$ cat src/rtl/dropper_pkg.sv
`default_nettype none
// ============================================================================
// Module      : dropper_pkg
// Description : Shared types and constants for the lane_dropper note lane.
// Revision    : 1.0 - initial release
// ============================================================================
package dropper_pkg;

  typedef enum logic [1:0] {
    IDLE = 2'd0,
    RUN  = 2'd1,
    DONE = 2'd2
  } state_t;

  typedef enum logic [1:0] {
    NONE    = 2'd0,
    GOOD    = 2'd1,
    PERFECT = 2'd2,
    MISS    = 2'd3
  } judge_t;

  localparam logic [7:0] KEY_START      = 8'h2c;
  localparam logic [7:0] KEY_RESTART    = 8'h01;
  localparam logic [1:0] POINTS_GOOD    = 2'd1;
  localparam logic [1:0] POINTS_PERFECT = 2'd2;

  function automatic logic [15:0] sat_add16(input logic [15:0] a, input logic [1:0] b);
    logic [16:0] sum;
    sum = {1'b0, a} + {15'd0, b};
    return sum[16] ? 16'hFFFF : sum[15:0];
  endfunction

endpackage
`default_nettype wire

$ cat src/rtl/key_edge_detect.sv
`default_nettype none
// ============================================================================
// Module      : key_edge_detect
// Description : Remembers last frame's key-present bit; gives level and rise.
// Revision    : 1.0 - initial release
// ============================================================================
module key_edge_detect (
  input  logic clk_i,
  input  logic rst_ni,
  input  logic key_i,
  output logic pressed_o,
  output logic rose_o
);

  logic key_q;

  always_ff @(posedge clk_i or negedge rst_ni) begin
    if (!rst_ni) begin
      key_q <= 1'b0;
    end else begin
      key_q <= key_i;
    end
  end

  assign pressed_o = key_i;
  assign rose_o    = key_i & ~key_q;

endmodule
`default_nettype wire

$ cat src/rtl/lane_dropper.sv
`default_nettype none
// ============================================================================
// Module      : lane_dropper
// Description : Single-lane falling-note scheduler with perfect/good judging.
//               LANE_DROPPER_EDGE_EN selects rising-edge key presses.
// Revision    : 1.0 - initial release
// ============================================================================
module lane_dropper
  import dropper_pkg::*;
#(
  parameter logic [9:0]  LANE_X      = 10'd220,
  parameter logic [7:0]  LANE_KEY    = 8'h16,
  parameter int          SLOTS       = 4,
  parameter int          TOTAL_NOTES = 8,
  parameter logic [11:0] FIRST_DELAY = 12'd2300,
  parameter logic [11:0] SPAWN_GAP   = 12'd60,
  parameter logic [3:0]  SPEED       = 4'd1,
  parameter logic [9:0]  Y_START     = 10'd100,
  parameter logic [9:0]  NOTE_H      = 10'd40,
  parameter logic [9:0]  HIT_LO      = 10'd340,
  parameter logic [9:0]  PERF_LO     = 10'd370,
  parameter logic [9:0]  Y_MAX       = 10'd400
) (
  input  logic                  frame_clk,
  input  logic                  Reset_n,
  input  logic [7:0]            keycode,
  input  logic [7:0]            keycode_second,
  output logic [9:0]            drop_x,
  output logic [SLOTS*10-1:0]   note_y,
  output logic [SLOTS-1:0]      note_valid,
  output logic                  hit_perfect,
  output logic                  hit_good,
  output logic                  miss,
  output logic [15:0]           score,
  output logic                  done
);

  localparam logic [7:0] TOTAL_Q = 8'(TOTAL_NOTES);

  state_t            state_q, state_d;
  logic [9:0]        y_q [SLOTS];
  logic [9:0]        y_d [SLOTS];
  logic [SLOTS-1:0]  valid_q, valid_d;
  logic [11:0]       cnt_q, cnt_d;
  logic              first_q, first_d;
  logic [7:0]        spawned_q, spawned_d;
  logic [15:0]       score_q, score_d;
  logic              perf_q, perf_d, good_q, good_d, miss_q, miss_d, done_q;

  logic              key_present, key_pressed, key_rose, press_ev;
  logic              unused_edge_out;
  logic [SLOTS-1:0]  best_oh, free_oh;
  logic [9:0]        best_y;
  logic [10:0]       hit_bottom, bottom, moved;
  logic [11:0]       cnt_next, spawn_target;
  judge_t            verdict;

  assign key_present = (keycode == LANE_KEY) || (keycode_second == LANE_KEY);

  key_edge_detect u_key_edge (
    .clk_i     (frame_clk),
    .rst_ni    (Reset_n),
    .key_i     (key_present),
    .pressed_o (key_pressed),
    .rose_o    (key_rose)
  );

`ifdef LANE_DROPPER_EDGE_EN
  assign press_ev        = key_rose;
  assign unused_edge_out = key_pressed;
`else
  assign press_ev        = key_pressed;
  assign unused_edge_out = key_rose;
`endif

  always_comb begin
    state_d      = state_q;
    y_d          = y_q;
    valid_d      = valid_q;
    cnt_d        = cnt_q;
    first_d      = first_q;
    spawned_d    = spawned_q;
    score_d      = score_q;
    perf_d       = 1'b0;
    good_d       = 1'b0;
    miss_d       = 1'b0;
    best_oh      = '0;
    free_oh      = '0;
    best_y       = '0;
    hit_bottom   = '0;
    bottom       = '0;
    moved        = '0;
    verdict      = NONE;
    cnt_next     = cnt_q + 12'd1;
    spawn_target = first_q ? FIRST_DELAY : SPAWN_GAP;

    case (state_q)
      IDLE: begin
        if (keycode == KEY_START) begin
          state_d   = RUN;
          valid_d   = '0;
          cnt_d     = '0;
          first_d   = 1'b1;
          spawned_d = '0;
          score_d   = '0;
          for (int i = 0; i < SLOTS; i++) y_d[i] = Y_START;
        end
      end

      RUN: begin
        // Judging targets the lowest note on screen (largest y).
        for (int i = 0; i < SLOTS; i++) begin
          if (valid_q[i] && ((best_oh == '0) || (y_q[i] > best_y))) begin
            best_oh    = '0;
            best_oh[i] = 1'b1;
            best_y     = y_q[i];
          end
        end
        hit_bottom = {1'b0, best_y} + {1'b0, NOTE_H};
        if (press_ev && (best_oh != '0)) begin
          if (hit_bottom >= {1'b0, PERF_LO} && hit_bottom < {1'b0, Y_MAX})
            verdict = PERFECT;
          else if (hit_bottom >= {1'b0, HIT_LO} && hit_bottom < {1'b0, PERF_LO})
            verdict = GOOD;
        end
        if (verdict != NONE) begin
          perf_d  = (verdict == PERFECT);
          good_d  = (verdict == GOOD);
          score_d = sat_add16(score_q, (verdict == PERFECT) ? POINTS_PERFECT : POINTS_GOOD);
          for (int i = 0; i < SLOTS; i++) begin
            if (best_oh[i]) begin
              valid_d[i] = 1'b0;
              y_d[i]     = Y_START;
            end
          end
        end

        for (int i = 0; i < SLOTS; i++) begin
          if (valid_d[i]) begin
            bottom = {1'b0, y_q[i]} + {1'b0, NOTE_H};
            moved  = {1'b0, y_q[i]} + {7'd0, SPEED};
            if (bottom >= {1'b0, Y_MAX}) begin
              valid_d[i] = 1'b0;
              y_d[i]     = Y_START;
              miss_d     = 1'b1;
            end else begin
              y_d[i] = moved[10] ? 10'h3FF : moved[9:0];
            end
          end
        end

        if (spawned_q < TOTAL_Q) begin
          for (int i = SLOTS - 1; i >= 0; i--) begin
            if (!valid_d[i]) begin
              free_oh    = '0;
              free_oh[i] = 1'b1;
            end
          end
          if (cnt_next == spawn_target) begin
            // With no free slot the counter parks so the spawn retries next frame.
            if (free_oh != '0) begin
              cnt_d     = '0;
              first_d   = 1'b0;
              spawned_d = spawned_q + 8'd1;
              for (int i = 0; i < SLOTS; i++) begin
                if (free_oh[i]) begin
                  valid_d[i] = 1'b1;
                  y_d[i]     = Y_START;
                end
              end
            end
          end else begin
            cnt_d = cnt_next;
          end
        end

        if ((spawned_d == TOTAL_Q) && (valid_d == '0)) state_d = DONE;
      end

      DONE: begin
        valid_d = '0;
        for (int i = 0; i < SLOTS; i++) y_d[i] = Y_START;
        if (keycode == KEY_RESTART) state_d = IDLE;
      end

      default: state_d = IDLE;
    endcase
  end

  always_ff @(posedge frame_clk or negedge Reset_n) begin
    if (!Reset_n) begin
      state_q   <= IDLE;
      valid_q   <= '0;
      cnt_q     <= '0;
      first_q   <= 1'b0;
      spawned_q <= '0;
      score_q   <= '0;
      perf_q    <= 1'b0;
      good_q    <= 1'b0;
      miss_q    <= 1'b0;
      done_q    <= 1'b0;
      for (int i = 0; i < SLOTS; i++) y_q[i] <= Y_START;
    end else begin
      state_q   <= state_d;
      valid_q   <= valid_d;
      cnt_q     <= cnt_d;
      first_q   <= first_d;
      spawned_q <= spawned_d;
      score_q   <= score_d;
      perf_q    <= perf_d;
      good_q    <= good_d;
      miss_q    <= miss_d;
      done_q    <= (state_d == DONE);
      y_q       <= y_d;
    end
  end

  for (genvar g = 0; g < SLOTS; g++) begin : g_note_y
    assign note_y[g*10 +: 10] = y_q[g];
  end

  assign drop_x      = LANE_X;
  assign note_valid  = valid_q;
  assign hit_perfect = perf_q;
  assign hit_good    = good_q;
  assign miss        = miss_q;
  assign score       = score_q;
  assign done        = done_q;

endmodule
`default_nettype wire
$ cat config.mk
export PLATFORM = sky130hd
export DESIGN_NAME = lane_dropper
export DESIGN_NICKNAME = d
export VERILOG_FILES = /design/src/rtl/dropper_pkg.sv /design/src/rtl/key_edge_detect.sv /design/src/rtl/lane_dropper.sv
export SDC_FILE = /design/constraint.sdc
export NUM_CORES = 1
export LEC_CHECK = 0
export ABC_AREA = 1
export ABC_CLOCK_PERIOD_IN_PS = 20500
export BUFFER_PORTS_ARGS = -buffer_cell sky130_fd_sc_hd__buf_2
export CAP_MARGIN = 15
export CORE_UTILIZATION = 55
export DETAILED_ROUTE_END_ITERATION = 6
export PLACE_DENSITY = 0.76
export SYNTH_ARGS = -nofsm -noshare
export SYNTH_HDL_FRONTEND = slang
export SYNTH_HIERARCHICAL = 1
export SYNTH_SLANG_ARGS = --single-unit
$ cat constraint.sdc
create_clock -name frame_clk -period 20.5 [get_ports frame_clk]
set_clock_uncertainty 0.1 [all_clocks]
set_input_delay 3.075 -clock frame_clk [delete_from_list [all_inputs] [get_ports frame_clk]]
set_output_delay 3.075 -clock frame_clk [all_outputs]
set_load 0.05 [all_outputs]
# After elaboration in Yosys (flattened, before gate mapping)
# Index checks and enable logic that the tools add are counted.
totals:
  in_bits: 18
  register_bits: 87
  output_inout_bits: 74
classes:
  n_addsub: 12
  magnitude_cmp: 12
  n_reduce_logical: 26
  mux: 119
  eq_ne: 17
ops:
  columns: ["operator", "n"]
  rows:
  - ["10-bit 2-to-1 mux", 28]
  - ["40-bit 2-to-1 mux", 5]
  - ["40-bit case mux with 3 select lines", 1]
  - ["4-bit 2-to-1 mux", 20]
  - ["11-bit by 9-bit >= comparator with 1-bit output (second input constant)", 6]
  - ["12-bit 2-to-1 mux", 5]
  - ["10-bit by 6-bit adder with 11-bit output (second input constant)", 5]
  - ["16-bit 2-to-1 mux", 3]
  - ["10-bit by 1-bit adder with 11-bit output (second input constant)", 4]
  - ["8-bit 2-to-1 mux", 5]
  - ["1-bit 2-to-1 mux", 39]
  - ["16-bit case mux with 2 select lines", 1]
  - ["10-bit greater-than comparator", 3]
  - ["12-bit case mux with 2 select lines", 1]
  - ["11-bit by 9-bit < comparator with 1-bit output (second input constant)", 2]
  - ["16-bit by 2-bit adder with 17-bit output", 1]
  - ["8-bit by 5-bit equality test with 1-bit output (second input constant)", 2]
  - ["4-bit logical NOT", 4]
  - ["8-bit case mux with 2 select lines", 1]
  - ["2-bit 2-to-1 mux", 7]
  - ["12-bit by 1-bit adder with 12-bit output (second input constant)", 1]
  - ["12-bit equality test", 1]
  - ["4-bit case mux with 3 select lines", 1]
  - ["2-bit != test (second input constant)", 5]
  - ["other kinds (20)", 35]

# Depth between registers and ports, before layout
# Gate-level depths: netlist of the first run.
depth:
  depth_word: 45
  depth_mapped: 67

# Modules after synthesis
# Netlist of the first run, hierarchy kept.
modules_own_cells:
  columns: ["mod", "cells_per_inst", "seq_area_each_um2", "instances", "area_per_inst_um2"]
  rows:
  - ["lane_dropper", 1127, 2192.1, 1, 7748.7]
  - ["key_edge_detect", 4, 25.0, 1, 42.5]

# Worst setup path before layout of the first run
# OpenSTA, ideal clock, no wires.
synth_path:
  path_type: "register to register"
  startpoint: "register valid_q[0] (netlist: note_valid[0])"
  endpoint: "register score_q[10] (netlist: score[10])"
  required_ps: 20317
  t_arrival_ps: 8368
  stages_incl_launch_ff: 62
  slack_ps: 11950
  setup_ps: 83
  path_buffers: 5
  period_less_slack_ps: 8550
  cell_sequence: "dfrtp_1 buf_2 clkbuf_1 nand2_1 ha_1 nand2_1 inv_1 a21oi_1 nand3_1 nand2_2 nand2_4 nand2_4 buf_6 nand3_2 nand2_1 inv_1 ha_1 nand2_1 [26 not listed] nand2_1 nor2_2 nand2_1 nand2_1 nand3_4 ha_1 inv_1 fa_1 nor2_1 inv_1 nor4_1 nand3_1 nor2_1 nand2_1 nor4_1 clkbuf_1 o211ai_1 o21ai_0"
synth_via:
  elab_chain_cells: 30
  word_cells_on_any_way: 50
  cone_classes: "add/sub (2); order compare (7); eq/ne (2); mux (24); reduce/logical (15)"
synth_rtl:
  columns: ["item", "line", "text"]
  rows:
  - ["start, declared", "lane_dropper.sv:43", "logic [SLOTS-1:0] valid_q, valid_d;"]
  - ["start signal, assigned", "lane_dropper.sv:205", "valid_q <= valid_d;"]
  - ["10-bit 2-to-1 mux or 1-bit 2-to-1 mux (tied branches)", "lane_dropper.sv:113", "if (valid_q[i] && ((best_oh == '0) || (y_q[i] > best_y))) begin"]
  - ["10-bit 2-to-1 mux or 4-bit 2-to-1 mux (tied branches)", "lane_dropper.sv:97", "case (state_q)"]
  - ["10-bit greater-than comparator or 4-bit logical NOT (tied branches)", "lane_dropper.sv:113", null]
  - ["1-bit logical OR", "lane_dropper.sv:113", null]
  - ["1-bit logical AND", "lane_dropper.sv:113", null]
  - ["10-bit 2-to-1 mux or 4-bit 2-to-1 mux (tied branches)", "lane_dropper.sv:113", null]
  - ["10-bit 2-to-1 mux or 4-bit 2-to-1 mux (tied branches)", "lane_dropper.sv:97", null]
  - ["10-bit greater-than comparator or 4-bit logical NOT (tied branches)", "lane_dropper.sv:113", null]
  - ["[14 not listed]", null, null]
  - ["2-bit 2-to-1 mux (*)", "lane_dropper.sv:120", "if (press_ev && (best_oh != '0)) begin"]
  - ["2-bit 2-to-1 mux (*)", "lane_dropper.sv:97", null]
  - ["2-bit equality test", "lane_dropper.sv:129", "score_d = sat_add16(score_q, (verdict == PERFECT) ? POINTS_PERFECT : POINTS_GOOD);"]
  - ["2-bit 2-to-1 mux", "lane_dropper.sv:129", null]
  - ["16-bit by 2-bit adder with 17-bit output", "dropper_pkg.sv:29", "sum = {1'b0, a} + {15'd0, b};"]
  - ["16-bit 2-to-1 mux", "dropper_pkg.sv:30", "return sum[16] ? 16'hFFFF : sum[15:0];"]
  - ["16-bit 2-to-1 mux", "lane_dropper.sv:126", "if (verdict != NONE) begin"]
  - ["16-bit case mux with 2 select lines", "lane_dropper.sv:97", null]
  - ["end signal, assigned", "lane_dropper.sv:209", "score_q <= score_d;"]
  - ["end, declared", "lane_dropper.sv:47", "logic [15:0] score_q, score_d;"]
# Mark *: on every way between the ends. The rest lies on a longest branch, timed or not. The select of a mux whose other input is x is not followed.
# A chain may end at the register's enable or synchronous reset.

# Worst setup path after layout of the first run
layout_path:
  startpoint: "register valid_q[0] (netlist: note_valid[0])"
  endpoint: "register score_q[7] (netlist: score[7])"
# Same word-level chain as after synthesis.

==> reports/qor.yml, run 1 <==
ant_nets: 0
fillers: 1323
hpwl_um: 15100
syn2layout_area_growth_pct: 10.2
crit_top_cell: "nand2_1"
numCtsBuffers: 9
syn_inst: 1128
cts_max_level: 3
ios: 92
grt_pass1_vias: 7058
whs_ns: 0.372
path_max_fanout: 23
worstHoldPathType: "reg -> reg"
die_area_sq_um: 14600
rows: 43
crit_path_end_kind: "flip-flop"
cp_top_family: "simple AND/OR/NAND/NOR gates"
clk_pin_slew_ns: 0.07
drive_gt1_share_pct: 14.6
maxSlewViolCount: 0
placed_cells: 1358
p_leak_nw: 4.18
clock_latency_ns: 0.36
crit_buf_inv: 9
pwr_density_cell_nw_per_um2: 146
wire_per_inst_um: 15.2
core-area_sq_um: 13800
crit_required_ns: 20.67
rsz0062_at_grt: "no"
drv_cap: 0
register_area_sq_um: 2190
instances_no_fill: 1375
nets: 1258
cp-start-kind: "flip-flop"
tritoncts: "yes"
utilization_pct: 61.8
grt_antenna_before_repair: 0
multi_input_area_sq_um: 4700
critical_path.max_stage_delay_ns: 0.80
cts_resized: 0
period_share_pct: 44.7
relSlewSlack_pct: 31.8
crit_arrival_ns: 9.34
r2r_start: "note_valid[0]"
yosys_warnings: 6
drt_iter0_markers: 659
clock_path_buffers: 2
place.gp.congestion: 0.960
num_vias: 7750
synthesis.area_sq_um: 7760
dpl_worst_slack_ns: 10.99
postCtsHoldBufs: 0
diodes: 0
cts_setup_buffers: 0
finalHoldViolations: 0
synth.avg_cell_area_sq_um: 6.88
finalWorstPathRequiredPeriod_ns: 9.17
tns_ns: 0
die_w_um: 121
worst_slew_pin_slew_ns: 1.02
vias_per_cell: 5.64
grt_max_degree: 52
wl_um: 20900
finalWorstSetupSlack_ns: 11.33
cts_num_sinks: 87
startpoint: "note_valid[0]"
grt_remaining_overflow: 0
status: "finished, final reports clean"
grt_usage_pct: 29.8
dr.pass1.iters: 5
crit_type: "reg -> reg"
dieHeight_um: 121
max_freq_ghz: 0.109
setup_viol: 0
clockRootBuffer: "clkbuf_16"
worst_ir_drop_vdd_mv: 0.0583
drc_errors: 0
min_from: "spawned_q[6]"
port_buffers: 81
grt_pass1_wl_um: 34200
initial_core_util_pct: 56.1
cp_slowest_cell: "dfrtp_1"
-- worst paths after layout --
path / slack [ns] / cells past startpoint / end
hold / removal: 0.37 / 2 / spawned_q[6]
setup reg to reg: 11.33 / 60 / score[7]
min in group asynchronous: 2.58 / 1 / note_y[13]
hold reg to reg: 0.37 / 2 / spawned_q[6]
setup / recovery: 11.33 / 60 / score[7]
max in group asynchronous: 16.68 / 2 / cnt_q[6]
-- cell usage in the layout, fill, tap and decap left out, drive strengths merged, types with 12 or more instances in the layout --
master,count
ha,49
inv,180
o21ai,86
dfrtp,75
nand4,21
a21oi,54
nand2,264
clkbuf,12
nand3,92
nor3,24
o22ai,26
buf,84
nor2,83
xor2,36
o211ai,14
dfstp,12
-- routing by layer --
metal	GRT usage (%)	vias to the layer above	share of wire [%]
met4	11.1	0	2.4
met1	40.1	3561	45
met3	5.42	41	6.5
li1	-	3860	-
met2	47.6	288	46
met5	0	-	0
-- cell type report --
| type | count | share of cell area (%) |
|---|---|---|
| Multi-Input combinational cell | 827 | 55.0 |
| Sequential cell | 87 | 25.7 |
| Inverter | 180 | 7.91 |
| Timing Repair Buffer | 85 | 5.13 |
| Clock buffer | 11 | 2.96 |
| Tap cell | 180 | 2.64 |
| Clock inverter | 5 | 0.747 |
-- tightest hold or removal path: stages, from the launching register on --
cell and delay [ns]:
dfrtp_1 0.34, nand2_1 0.06, inv_1 0.05
-- state kept, by name, summed over array words and instances (netlist names) --
register	count
hit_perfect	1
spawned_q	8
miss	1
done	1
cnt_q	12
hit_good	1
state_q	2
note_y	40
first_q	1
note_valid	4
score	16
-- power breakdown --
group          switching, mW  total [mW]  internal [mW]
clock network         0.0780       0.181          0.103
registers             0.0919       0.313          0.221
logic                  0.518       0.752          0.234
-- metrics by stage --
step           total power [mW]  area [sq um]
6_report                   1.25          8540
5_1_grt                    1.35          8540
2_1_floorplan             0.889          7790
3_3_place_gp               1.04          8220
4_1_cts                    1.24          8540
3_5_place_dp               1.05          8220
Note: power is estimated with default switching activity, not from simulation.
==> run 2: changes to the inputs <==
--- a/config.mk
+++ b/config.mk
@@ -5,8 +5,8 @@
 export SDC_FILE = /design/constraint.sdc
 export NUM_CORES = 1
 export LEC_CHECK = 0
-export ABC_AREA = 1
-export ABC_CLOCK_PERIOD_IN_PS = 20500
+export ABC_AREA = 0
+export ABC_CLOCK_PERIOD_IN_PS = 8900
 export BUFFER_PORTS_ARGS = -buffer_cell sky130_fd_sc_hd__buf_2
 export CAP_MARGIN = 15
 export CORE_UTILIZATION = 55
==> constraint.sdc (replaced) <==
create_clock -name frame_clk -period 8.9 [get_ports frame_clk]
set_clock_uncertainty 0.1 [all_clocks]
set_input_delay 1.335 -clock frame_clk [delete_from_list [all_inputs] [get_ports frame_clk]]
set_output_delay 1.335 -clock frame_clk [all_outputs]
set_load 0.05 [all_outputs]
==> run 2 against run 1 <==
Against the previous run: setup slack got worse by 11 ns; core utilization grew 5.7 points; global-route usage increased by 0.67 points; routed wire length decreased by 1.6%; clock power rose by 110%; worst hold slack gained 0.011 ns; combinational power shrank 97%; register-to-register slack got worse by 11 ns; largest power group is now registers.
==> reports/qor.yml, run 2 <==
finalHoldViolations: 0
crit_required_ns: 9.08
final_cell_mix: "nand2_1, buf_2, nor2_1"
final_common_cell: "nand2_1"
core-area_sq_um: 12800
crit_type: "reg -> reg"
synth.avg_cell_area_sq_um: 7.93
worst_ir_drop_vdd_mv: 0.0741
dr.pass1.iters: 5
critical_path.max_stage_delay_ns: 0.55
syn_inst: 922
grt_pass1_wl_um: 32400
cts_num_sinks: 87
drt_iter0_markers: 684
drive_gt1_share_pct: 22.8
vias_per_cell: 6.27
maxSlewViolCount: 0
clock_path_buffers: 2
hpwl_um: 14800
drc_errors: 0
dieHeight_um: 117
clockRootBuffer: "clkbuf_16"
ant_nets: 0
tritoncts: "yes"
die_area_sq_um: 13800
crit_arrival_ns: 8.79
grt_usage_pct: 30.5
place.gp.congestion: 1.00
diodes: 0
postCtsHoldBufs: 0
yosys_warnings: 6
pwr_density_cell_nw_per_um2: 91.9
syn2layout_area_growth_pct: 18.0
die_w_um: 117
cts_max_level: 3
placed_area_sq_um: 8120
relSlewSlack_pct: 27.8
drv_cap: 0
max_freq_ghz: 0.116
rows: 41
fillers: 1066
final_area_sq_um: 8620
num_vias: 7497
initial_core_util_pct: 57.2
wl_um: 20600
grt_pass1_vias: 6500
nets: 1087
path_max_fanout: 7
cp_slowest_cell: "dfstp_2"
period_share_pct: 96.7
instances_no_fill: 1196
grt_max_degree: 61
worst_slew_pin_slew_ns: 1.07
placed_cells: 1164
status: "finished, final reports clean"
finalWorstPathRequiredPeriod_ns: 8.61
clock_latency_ns: 0.36
synthesis.area_sq_um: 7310
port_buffers: 81
largest_reg_flops: 40
crit_path_end_kind: "flip-flop"
p_leak_nw: 3.90
grt_remaining_overflow: 0
worstHoldPathType: "reg -> reg"
wire_per_inst_um: 17.2
tns_ns: 0
setup_viol: 0
cp_top_family: "compound AO/OA/AOI/OAI gates"
ios: 92
crit_buf_inv: 6
clk_pin_slew_ns: 0.07
numCtsBuffers: 9
cp-start-kind: "flip-flop"
grt_antenna_before_repair: 0
-- run 2: path summary, 6_finish.rpt --
path	slack (ns)	from	cells past startpoint	endpoint
worst max-delay path	0.29	note_y[5]	42	score[3]
worst min-delay path	0.38	spawned_q[4]	1	spawned_q[4]
worst max register to register	0.29	note_y[5]	42	score[3]
min in group asynchronous	0.78	Reset_n	1	note_y[3]
worst min register to register	0.38	spawned_q[4]	1	spawned_q[4]
max in group asynchronous	6.80	Reset_n	2	note_valid[0]
-- run 2: layer usage --
layer | part of all wire (%) | vias up | global-route usage, %
met5 | 0 | - | 0
met4 | 2.4 | 0 | 11.6
met3 | 7.0 | 49 | 4.43
met2 | 45 | 307 | 48.0
met1 | 45 | 3572 | 42.3
li1 | - | 3569 | -
-- run 2: repair_timing --
| action | CTS | global route |
|---|---|---|
| endpoints found under the setup margin | 13 | 18 |
| gates resized for setup | 2 | 20 |
| cloned | 0 | 1 |
| pin swaps | 1 | 16 |
| endpoints found under the hold margin | 0 | 0 |
| buffers inserted | 2 | 13 |
-- run 2: report_power, final --
part | total (mW) | switching [mW] | internal, mW
registers | 0.395 | 0 | 0.395
clock network | 0.374 | 0.175 | 0.199
logic | 0.0226 | 0.0187 | 0.00383
total | 0.792 | 0.194 | 0.598
-- run 2: area by class of cell --
class	count	area (sq um)	share of cell area, %
multi-input cells	739	4920	57.1
flip-flops and latches	87	2200	25.5
repair buffers	135	826	9.58
clock buffers	11	243	2.82
well taps	172	215	2.50
inverters	47	176	2.05
clock inverters	5	41.3	0.479
-- run 2: stage by stage --
stage               hold WS, ns  power (mW)  utilization, %  worst slack (ns)
finish                    0.384       0.792            67.5             0.289
global route              0.404       0.813            67.5            -0.185
CTS                       0.386       0.796            66.0            0.0300
detailed placement        0.366       0.426            63.6            -0.130
global placement          0.363       0.426            63.6             0.127
floorplan                 0.344       0.417               -            0.0190
